`src/rtl/seg7_pkg.sv`:
```
// -----------------------------------------------------------------------------
// seg7_pkg
// Shared definitions for the 7-segment MMIO peripheral: register word
// addresses, CTRL bit positions, STATUS field positions, the CTRL register
// layout and a byte-strobe merge helper for the 16-bit registers.
// -----------------------------------------------------------------------------
package seg7_pkg;

   // Register word addresses (i_addr).
   localparam logic [1:0] ADDR_DATA   = 2'd0;
   localparam logic [1:0] ADDR_CTRL   = 2'd1;
   localparam logic [1:0] ADDR_DIV    = 2'd2;
   localparam logic [1:0] ADDR_STATUS = 2'd3;

   // CTRL bit indices.
   localparam int CTRL_EN    = 0;
   localparam int CTRL_BLINK = 1;

   // STATUS field positions; the blink counter starts at STATUS_BCNT_LSB.
   localparam int STATUS_PHASE    = 0;
   localparam int STATUS_SCAN     = 1;
   localparam int STATUS_BCNT_LSB = 8;

   typedef struct packed {
      logic blink;
      logic en;
   } ctrl_t;

   // Apply the two low byte strobes of a write to a 16-bit register.
   function automatic logic [15:0] merge16(input logic [15:0] old_val,
                                           input logic [15:0] wdata,
                                           input logic [1:0]  wstrb);
      logic [15:0] res;
      res = old_val;
      if (wstrb[0]) res[7:0]  = wdata[7:0];
      if (wstrb[1]) res[15:8] = wdata[15:8];
      return res;
   endfunction

endpackage

```
`src/rtl/seg7_scan_div.sv`:
```
// -----------------------------------------------------------------------------
// seg7_scan_div
// Programmable scan-clock divider. A counter runs on i_clk; when it equals
// i_div it restarts from zero and the scan clock toggles, so the half-period
// is i_div+1 cycles. i_clr restarts the count and suppresses a toggle that
// would otherwise happen in the same cycle.
//
// Ports:
//   i_clk       system clock
//   i_rst       synchronous active-high reset
//   i_div       terminal count
//   i_clr       restart the count this edge (takes priority over a toggle)
//   o_scan_clk  divided scan clock, registered
//   o_rise      high in the cycle whose edge takes o_scan_clk from 0 to 1
// -----------------------------------------------------------------------------
module seg7_scan_div (
   input  logic        i_clk,
   input  logic        i_rst,
   input  logic [15:0] i_div,
   input  logic        i_clr,
   output logic        o_scan_clk,
   output logic        o_rise
);

   logic [15:0] cnt_q;
   logic        terminal;

   // Compare against the live terminal count; a clear always restarts from 0,
   // so a DIV lowered below the current count can never run through 65535.
   assign terminal = (cnt_q == i_div) && !i_clr;
   assign o_rise   = terminal && !o_scan_clk;

   // NOTE: state registers use non-blocking assignments so every flop samples
   // the pre-edge values, independent of statement order.
   always_ff @(posedge i_clk) begin
      if (i_rst) begin
         cnt_q      <= '0;
         o_scan_clk <= 1'b0;
      end else if (i_clr) begin
         cnt_q      <= '0;
      end else if (terminal) begin
         cnt_q      <= '0;
         o_scan_clk <= ~o_scan_clk;
      end else begin
         cnt_q      <= cnt_q + 16'd1;
      end
   end

endmodule

```
`src/rtl/seg7_mmio.sv`:
```
// -----------------------------------------------------------------------------
// seg7_mmio
// Register-bus peripheral in front of the 7-segment scan driver. Holds the
// 16-bit display value, generates the scan clock and the blank/blink control.
//
// Ports:
//   i_clk, i_rst   clock, synchronous active-high reset
//   i_req, i_we    one access per cycle i_req is high; i_we selects write
//   i_addr         0 DATA, 1 CTRL, 2 DIV, 3 STATUS (read-only)
//   i_wdata/wstrb  write data and byte enables
//   o_ack          one cycle after each sampled request
//   o_rdata        read data while o_ack is high, otherwise 0
//   o_data         display value to the scan driver
//   o_scan_clk     divided scan clock to the scan driver
//   o_blank        forces all digit selects inactive when high
// -----------------------------------------------------------------------------
module seg7_mmio
   import seg7_pkg::*;
#(
   parameter logic [15:0] DIV_DEFAULT = 16'd24999,
   parameter int          BLINK_W     = 8
) (
   input  logic        i_clk,
   input  logic        i_rst,
   input  logic        i_req,
   input  logic        i_we,
   input  logic [1:0]  i_addr,
   input  logic [31:0] i_wdata,
   input  logic [3:0]  i_wstrb,
   output logic        o_ack,
   output logic [31:0] o_rdata,
   output logic [15:0] o_data,
   output logic        o_scan_clk,
   output logic        o_blank
);

   logic [15:0]        data_q;
   logic [15:0]        div_q;
   ctrl_t              ctrl_q;
   logic [BLINK_W-1:0] bcnt_q;
   logic               blank_q;

   logic               wr_en;
   logic               div_clr;
   logic               scan_clk;
   logic               scan_rise;
   logic               phase;
   logic [31:0]        status_word;
   logic [31:0]        rd_mux;
   logic               unused_bits;

   assign wr_en   = i_req && i_we;
   // Any write touching a DIV byte restarts the divider in the same edge.
   assign div_clr = wr_en && (i_addr == ADDR_DIV) && (|i_wstrb[1:0]);
   assign phase   = bcnt_q[BLINK_W-1];

   // Upper write bytes map to nothing in this block.
   assign unused_bits = ^{i_wdata[31:16], i_wstrb[3:2]};

   seg7_scan_div u_scan_div (
      .i_clk      (i_clk),
      .i_rst      (i_rst),
      .i_div      (div_q),
      .i_clr      (div_clr),
      .o_scan_clk (scan_clk),
      .o_rise     (scan_rise)
   );

   // NOTE: every combinational output gets a default before any branch, so
   // no path leaves it unassigned and no latch is inferred.
   always_comb begin
      status_word                                  = '0;
      status_word[STATUS_PHASE]                    = phase;
      status_word[STATUS_SCAN]                     = scan_clk;
      status_word[STATUS_BCNT_LSB +: BLINK_W]      = bcnt_q;
   end

   always_comb begin
      rd_mux = '0;
      case (i_addr)
         ADDR_DATA:   rd_mux[15:0] = data_q;
         ADDR_CTRL:   rd_mux[1:0]  = {ctrl_q.blink, ctrl_q.en};
         ADDR_DIV:    rd_mux[15:0] = div_q;
         ADDR_STATUS: rd_mux       = status_word;
         default:     rd_mux       = '0;
      endcase
   end

   // Register file; STATUS writes are acknowledged but change nothing.
   always_ff @(posedge i_clk) begin
      if (i_rst) begin
         data_q <= '0;
         div_q  <= DIV_DEFAULT;
         ctrl_q <= '{blink: 1'b0, en: 1'b1};
      end else if (wr_en) begin
         case (i_addr)
            ADDR_DATA: data_q <= merge16(data_q, i_wdata[15:0], i_wstrb[1:0]);
            ADDR_DIV:  div_q  <= merge16(div_q, i_wdata[15:0], i_wstrb[1:0]);
            ADDR_CTRL: begin
               if (i_wstrb[0]) begin
                  ctrl_q.en    <= i_wdata[CTRL_EN];
                  ctrl_q.blink <= i_wdata[CTRL_BLINK];
               end
            end
            default: ;
         endcase
      end
   end

   // Bus response: one-cycle ack, read data only alongside a read ack.
   always_ff @(posedge i_clk) begin
      if (i_rst) begin
         o_ack   <= 1'b0;
         o_rdata <= '0;
      end else begin
         o_ack   <= i_req;
         o_rdata <= (i_req && !i_we) ? rd_mux : '0;
      end
   end

   // Blink counter advances on each rising scan-clock toggle and wraps.
   always_ff @(posedge i_clk) begin
      if (i_rst) begin
         bcnt_q  <= '0;
         blank_q <= 1'b0;
      end else begin
         if (scan_rise) bcnt_q <= bcnt_q + 1'b1;
         // EN=0 blanks regardless of BLINK.
         blank_q <= !ctrl_q.en || (ctrl_q.blink && phase);
      end
   end

   assign o_data     = data_q;
   assign o_scan_clk = scan_clk;
   assign o_blank    = blank_q;

endmodule

```
`config.mk`:
```
export PLATFORM = sky130hd
export DESIGN_NAME = seg7_mmio
export DESIGN_NICKNAME = d
export VERILOG_FILES = /design/src/rtl/seg7_pkg.sv /design/src/rtl/seg7_scan_div.sv /design/src/rtl/seg7_mmio.sv
export SDC_FILE = /design/constraint.sdc
export NUM_CORES = 1
export LEC_CHECK = 0
export ABC_AREA = 1
export CAP_MARGIN = 10
export CORE_MARGIN = 2
export CORE_UTILIZATION = 40
export DETAILED_ROUTE_END_ITERATION = 12
export GPL_TIMING_DRIVEN = 0
export PLACE_DENSITY = 0.67
export SETUP_SLACK_MARGIN = 0.02
export SLEW_MARGIN = 20
export SYNTH_ARGS = -nofsm -noshare
export SYNTH_HDL_FRONTEND = slang
export SYNTH_HIERARCHICAL = 1
export SYNTH_SLANG_ARGS = --single-unit
```
`constraint.sdc`:
```
create_clock -name i_clk -period 3.9 [get_ports i_clk]
set_clock_uncertainty 0.05 [all_clocks]
set_input_delay 0.39 -clock i_clk [delete_from_list [all_inputs] [get_ports i_clk]]
set_output_delay 0.39 -clock i_clk [all_outputs]
set_load 0.005 [all_outputs]
```
Word level (Yosys, flattened, before mapping)
Index checks and enable logic that the tools add are counted.
Widths: inputs -> output; s select.

operators by class
  muxes and demuxes = 2
  reductions and logical operators = 22
  bitwise operators = 3
  equal/unequal tests = 4
  add/subtract/negate cells = 2

operators by type and width
  operator               count
  $pmux 14 s3            1
  $add 16x1->16 const B  1
  $eq 16x16->1           1
  $reduce_and 3->1       5
  $add 8x1->8 const B    1
  $pmux 2 s4             1
  $logic_and 1x1->1      7
  $eq 2x2->1 const B     2
  $logic_not 1->1        4
  $reduce_or 2->1        2
  $not 1->1              3
  $reduce_or 3->1        1
  $eq 2x1->1 const B     1
  $logic_not 2->1        1
  $reduce_and 2->1       1
  $logic_or 1x1->1       1

storage, ports and cells
  word-level logic and storage cells = 46
  output and inout port bits = 51
  input bits = 42
  register bits = 93

Longest topological paths before layout
Gate-level depths: netlist (run 1).

  depth in word-level cells = 6
  mapped depth = 16
  mapped depth without buffers = 16

Cells and area by module
The synthesis (run 1) kept the hierarchy.

modules (own cells, without submodules)
  module         area each (um2)  times used  cells an instance
  seg7_mmio      2553.7           1           335
  seg7_scan_div  1071.0           1           157

Worst setup path after synthesis (run 1)
OpenSTA, ideal clock, no wires.

  path kind = input to register
  start point = in i_addr[0]
  end point = reg bcnt_q[7]
  cell stages on the path = 16
  required time = 3.786 ns
  arrival = 1.787 ns
  path slack = 1.999 ns
  buffers on the path = 0
  path through = inv_1 > nand2_4 > inv_8 > nand2_8 > nand2_1 > nor2_1 > nand3b_1 > nor2_2 > nand4_1 > inv_1 > nand2_1 > nor2_2 > nand3_1 > nand2_1 > inv_1 > nor2_1

between the ends
  cells in the longest elaborated chain, start to end = 6

ends and longest elaborated chain
  element                          line                 source
  start, declared                  seg7_mmio.sv:27      input logic [1:0] i_addr,
  $eq 2x2->1                       seg7_mmio.sv:54      assign div_clr = wr_en && (i_addr == ADDR_DIV) && (|i_wstrb[1:0]);
  $logic_and 1x1->1 (2 in series)  seg7_mmio.sv:54
  net div_clr                      seg7_mmio.sv:44      logic div_clr;
  $logic_not 1->1                  seg7_scan_div.sv:30  assign terminal = (cnt_q == i_div) && !i_clr;
  $logic_and 1x1->1                seg7_scan_div.sv:30
  $logic_and 1x1->1                seg7_scan_div.sv:31  assign o_rise = terminal && !o_scan_clk;
  net scan_rise                    seg7_mmio.sv:46      logic scan_rise;
  end signal, assigned             seg7_mmio.sv:127     if (scan_rise) bcnt_q <= bcnt_q + 1'b1;
  end, declared                    seg7_mmio.sv:40      logic [BLINK_W-1:0] bcnt_q;

The timed path passes the listed nets, and every way through them passes these cells.
A chain may end at the register's enable or synchronous reset.

Final worst setup path (run 1)
Same ends and word-level chain as after synthesis.

==> results of run 1 <==
==> cell families after synthesis <==
family / count (synthesis) / synth area share
compound gates: 54 / 0.0752
xor+xnor: 15 / 0.0362
fa+ha+maj: 2 / 0.00690
buf+inv: 80 / 0.115
flops: 77 / 0.425
other cells: 1 / 0.00103
simple gates: 263 / 0.341
==> sequential cells by signal, summed over array words and instances, names as in the netlist, 2 cells and up <==
name	cells
ctrl_q	2
o_rdata	16
o_data	16
u_scan_div/cnt_q	16
bcnt_q	8
div_q	16
==> power by group <==
part | switching [W] | internal [W]
registers | 0.0000115 | 0.000799
logic | 0.0000740 | 0.0000694
clock network | 0.000298 | 0.000312
==> worst min-delay path by stage <==
stage              start      end  slack, ns  cells past startpoint
2_1_floorplan  ctrl_q[0]  o_blank       0.38                      1
3_3_place_gp   ctrl_q[0]  o_blank       0.41                      1
3_5_place_dp   ctrl_q[0]  o_blank       0.41                      1
4_1_cts        ctrl_q[0]  o_blank       0.43                      1
5_1_grt        ctrl_q[0]  o_blank       0.46                      1
6_report       ctrl_q[0]  o_blank       0.43                      1
==> worst max-delay path: stages <==
cell and delay [ns]:
sky130_fd_sc_hd__clkdlybuf4s50_1 0.56, sky130_fd_sc_hd__inv_1 0.14, sky130_fd_sc_hd__nand2_4 0.11, sky130_fd_sc_hd__inv_8 0.07, sky130_fd_sc_hd__nand2_8 0.11, sky130_fd_sc_hd__nand2_1 0.08, sky130_fd_sc_hd__nor2_1 0.10, sky130_fd_sc_hd__nand3b_1 0.09
sky130_fd_sc_hd__nor2_2 0.18, sky130_fd_sc_hd__nand4_1 0.13, sky130_fd_sc_hd__inv_1 0.20, sky130_fd_sc_hd__nand2_1 0.09, sky130_fd_sc_hd__nor2_2 0.19, sky130_fd_sc_hd__nand3_1 0.10, sky130_fd_sc_hd__nand2_1 0.07, sky130_fd_sc_hd__inv_1 0.04
sky130_fd_sc_hd__nor2_1 0.08
==> cells in the final DEF, fill, tap and decap left out, drive strengths merged, types with 8 or more instances in the layout <==
cell type,n
buf,21
xor2,8
a21oi,21
nand3,26
conb,16
nand2,132
o21ai,32
inv,53
nor2,93
clkdlybuf4s50,58
clkbuf,13
dfxtp,77
==> per-stage QoR <==
step                      total power [W]  cells   util  setup slack [ns]
after global placement           0.000970    673  0.502              1.16
final                             0.00156    689  0.524              1.40
after detailed placement         0.000972    673  0.502              1.11
after global routing              0.00163    689  0.524              1.17
after CTS                         0.00158    689  0.524              1.45
after floorplan                  0.000909    507      -              2.00
==> final cells by class <==
cell class,count,area [µm²],share of cell area
multi-input combinational,350,1720,0.375
sequential,77,1540,0.335
timing repair buffer,58,581,0.126
inverter,56,230,0.0501
buffer,24,185,0.0403
clock buffer,10,138,0.0299
tap,108,135,0.0294
clock inverter,6,61.3,0.0133
==> layer usage <==
| layer | part of all wire | wire, µm | global-route usage | vias to the layer above |
|---|---|---|---|---|
| li1 | - | - | - | 1672 |
| met1 | 0.47 | 4010 | 0.238 | 1477 |
| met2 | 0.47 | 4020 | 0.300 | 82 |
| met3 | 0.056 | 482 | 0.0330 | 10 |
| met4 | 0.011 | 93 | 0.0601 | 0 |
| met5 | 0 | 0 | 0 | - |
==> results.txt, run 1 <==
Core Rows - 34
Mapped Area - 3620 µm²
layout filler cell count - 881
cell type with the largest total area after synthesis - sky130_fd_sc_hd__dfxtp_1
share of synthesized area occupied by flip-flops and latches - 0.425
leakage power - 2.05 nW
Fmax - 400 MHz
status - complete, no violations
final weighted congestion in routability-driven placement - 0.840
first-pass GRT wire length - 14.3 mm
category of the most critical setup path - in2reg
Crit Reg-Reg Endpoint - bcnt_q[7]
crit path to - bcnt_q[7]
number of global-route vias before repair - 3097
post-DP HPWL - 6.58 mm
antenna violations before repair - 0
Nets - 620
clock tree from TritonCTS - done
Synth async-reset ratio - 0
power density relative to cell area - 340 nW/µm²
total clock sinks - 77
Placement Cell Area - 4400 µm²
transition time at the pin with the least slew margin - 0.524 ns
post-cts gate resize count - 0
overall via count from detail_route - 3241
CTS H-tree depth - 3
post-CTS setup repair buffer count - 0
cell with the most instances after synthesis - sky130_fd_sc_hd__nand2_1
ANT cells - 0
antenna viol nets, final - 0
Post-Synthesis Cells - 492
worst IR drop on VDD - 0.156 mV
Die X - 99.2 µm
all-layer global routing usage - 0.181
maximum net fanout on the critical path - 10
effective utilization at floorplan - 0.414
Bufs on Longest Clock Path - 2
die height - 99.2 µm
Worst R2R Path Depth - 14
Worst R2R Start - div_q[1]
worst path required time - 4.14 ns
core area - 8760 µm²
most frequently used flop master after synthesis - sky130_fd_sc_hd__dfxtp_1
count of flip-flops with a built-in enable after synthesis - 0
Synth-to-Final Area Change - 26.8%
largest net degree at the start of global routing - 14
share of post-route cells with drive strength above 1 - 0.139
remaining max-slew budget at the tightest pin - 0.650
final cycle utilization of the critical path - 0.641
TritonCTS buffer count - 9
Avg Cell Area, Syn - 7.37 µm²
initial drt markers - 160
number of unique standard cell types used by synthesis - 33
tightest hold margin - 0.433 ns
data arrival time of the worst path - 2.74 ns
average wire per standard cell - 12.5 µm
sum of negative setup slack - 0 ns
MaxCap Viol Count - 0
cell area after layout - 4600 µm²
count of pins on the block boundary - 93
number of iterations in the first detailed-routing pass - 4
post-layout minimum cycle time - 2.50 ns
clk slew on worst S/H paths - 0.08 ns
die outline area - 9840 µm²
count of input and output buffers - 58
overflow left after global routing - 0
Critical Path Source - i_addr[0]
RSZ-0062 raised after global routing - false
wire length after detailed routing - 8.60 mm
Critical Path Start Type - input pin
kind of capture point of the worst setup path - flip-flop
flop2flop setup slack - 1.97 ns
Hold Buf Count CTS - 0
total of flip-flops plus latches after synthesis - 77
CTS root buf - sky130_fd_sc_hd__clkbuf_8
list of most frequent post-synthesis cells - sky130_fd_sc_hd__nand2_1, sky130_fd_sc_hd__nor2_1, sky130_fd_sc_hd__dfxtp_1, sky130_fd_sc_hd__inv_1, sky130_fd_sc_hd__o21ai_0
final count of pins violating max slew - 0
final hold violation count - 0
share of the synthesized area in the top cell type - 0.425
detailed-route DRC error count - 0
via density per instance - 4.70
# setup viols final - 0
worst skew pair latency - 0.34 ns
count of synthesis-stage warnings from yosys - 6
top cells by area in the synthesized netlist - sky130_fd_sc_hd__dfxtp_1, sky130_fd_sc_hd__nand2_1, sky130_fd_sc_hd__nor2_1
Hold/Removal Path Class - reg2reg
(Power assumes the default switching activity.)
==> run 2: changes to the inputs <==
- clock period: 3.9 -> 2.6 ns (I/O delays scaled with it)
==> run 2 against run 1 <==
  * Cell count is the same
  * Largest power group unchanged
  * Sequential power grew 51%
  * Critical path type unchanged
  * Clock power grew 50%
  * Via count shrank 0.12%
==> results.txt, run 2 (synthesis results as in run 1) <==
TritonCTS buffer count - 9
Hold/Removal Path Class - reg2reg
RSZ-0062 raised after global routing - false
Crit Reg-Reg Endpoint - bcnt_q[7]
Synth-to-Final Area Change - 26.9%
CTS root buf - sky130_fd_sc_hd__clkbuf_8
# setup viols final - 0
ANT cells - 0
antenna violations before repair - 0
via density per instance - 4.70
end point of the most critical hold path - o_blank
Worst R2R Start - div_q[1]
final cycle utilization of the critical path - 0.881
die outline area - 9840 µm²
overall via count from detail_route - 3237
post-layout minimum cycle time - 2.29 ns
maximum net fanout on the critical path - 10
detailed-route DRC error count - 0
Worst R2R Path Depth - 14
first-pass GRT wire length - 14.3 mm
effective utilization at floorplan - 0.414
status - complete, no violations
final core utilization - 0.525
number of global-route vias before repair - 3097
total clock sinks - 77
worst IR drop on VDD - 0.235 mV
Critical Path Start Type - input pin
all-layer global routing usage - 0.181
transition time at the pin with the least slew margin - 0.532 ns
overflow left after global routing - 0
share of post-route cells with drive strength above 1 - 0.143
core area - 8760 µm²
MaxCap Viol Count - 0
remaining max-slew budget at the tightest pin - 0.645
die height - 99.2 µm
power density relative to cell area - 510 nW/µm²
flop2flop setup slack - 0.72 ns
hold path start - ctrl_q[0]
commonest cells after routing, fill and taps aside - sky130_fd_sc_hd__nand2_1, sky130_fd_sc_hd__nor2_1, sky130_fd_sc_hd__dfxtp_1
final count of pins violating max slew - 0
data arrival time of the worst path - 2.53 ns
Fmax - 437 MHz
post-CTS setup repair buffer count - 0
category of the most critical setup path - in2reg
wire length after detailed routing - 8.59 mm
layout filler cell count - 880
WHS Path Cells - 1
Core Rows - 34
number of iterations in the first detailed-routing pass - 4
Bufs on Longest Clock Path - 2
leakage power - 2.04 nW
count of pins on the block boundary - 93
average wire per standard cell - 12.5 µm
tightest hold margin - 0.430 ns
Die X - 99.2 µm
post-DP HPWL - 6.58 mm
final hold violation count - 0
kind of capture point of the worst setup path - flip-flop
antenna viol nets, final - 0
CTS H-tree depth - 3
final weighted congestion in routability-driven placement - 0.840
commonest non-fill, non-tap cell in the layout - sky130_fd_sc_hd__nand2_1
clk slew on worst S/H paths - 0.08 ns
initial drt markers - 151
worst path required time - 2.84 ns
count of input and output buffers - 58
largest net degree at the start of global routing - 14
Nets - 620
clock tree from TritonCTS - done
worst skew pair latency - 0.34 ns
==> run 2: how the worst max path moves through the flow <==
| stage | end | cells past startpoint | from |
|---|---|---|---|
| after floorplan | bcnt_q[7] | 16 | i_addr[0] |
| after global placement | bcnt_q[7] | 17 | i_addr[0] |
| after detailed placement | bcnt_q[7] | 17 | i_addr[0] |
| after CTS | bcnt_q[7] | 17 | i_addr[0] |
| after global routing | bcnt_q[7] | 17 | i_addr[0] |
| final | bcnt_q[7] | 17 | i_addr[0] |
==> run 2: repair_timing <==
item / CTS / global route
hold buffers: 0 / 0
endpoints found under the hold margin: 0 / 0
gates resized for setup: 0 / 2
endpoints found under the setup margin: 0 / 2
==> run 2: final cells by class <==
type / instances / area, µm² / area share
inverters: 56 / 230 / 0.0501
well taps: 108 / 135 / 0.0294
multi-input cells: 350 / 1730 / 0.376
repair buffers: 58 / 581 / 0.126
plain buffers: 24 / 185 / 0.0403
flip-flops and latches: 77 / 1540 / 0.335
clock buffers: 10 / 138 / 0.0299
clock inverters: 6 / 61.3 / 0.0133
==> run 2: metal layers <==
layer,vias to the layer above,global-route usage,wire (µm)
met1,1459,0.238,4020
li1,1674,-,-
met5,-,0,0
met3,10,0.0330,452
met4,0,0.0601,99
met2,94,0.300,4020
==> run 2: worst max-delay path: stages <==
cell and delay, ns:
sky130_fd_sc_hd__clkdlybuf4s50_1 0.56, sky130_fd_sc_hd__inv_1 0.13, sky130_fd_sc_hd__nand2_4 0.11, sky130_fd_sc_hd__inv_8 0.07, sky130_fd_sc_hd__nand2_8 0.11, sky130_fd_sc_hd__nand2_1 0.08, sky130_fd_sc_hd__nor2_1 0.10, sky130_fd_sc_hd__nand3b_1 0.09
sky130_fd_sc_hd__nor2_2 0.17, sky130_fd_sc_hd__nand4_1 0.14, sky130_fd_sc_hd__inv_2 0.14, sky130_fd_sc_hd__nand2_1 0.07, sky130_fd_sc_hd__nor2_2 0.19, sky130_fd_sc_hd__nand3_1 0.10, sky130_fd_sc_hd__nand2_1 0.07, sky130_fd_sc_hd__inv_1 0.04
sky130_fd_sc_hd__nor2_1 0.08
==> run 2: where the power goes <==
part | leakage [nW] | switching [W] | internal [W]
Clock | 0.102 | 0.000446 | 0.000468
Sequential | 0.623 | 0.0000172 | 0.00120
Combinational | 1.32 | 0.000111 | 0.000104
Total | 2.04 | 0.000574 | 0.00177
==> run 2: metrics by stage <==
stage	area (µm²)	cells	worst slack, ns	total power, W	TNS [ns]
after global routing	4600	689	0.0724	0.00245	0
after CTS	4600	689	0.277	0.00237	0
after floorplan	3680	507	0.829	0.00136	0
final	4600	689	0.310	0.00234	0
after detailed placement	4400	673	-0.0637	0.00146	-0.185
after global placement	4400	673	-0.00778	0.00145	-0.0134
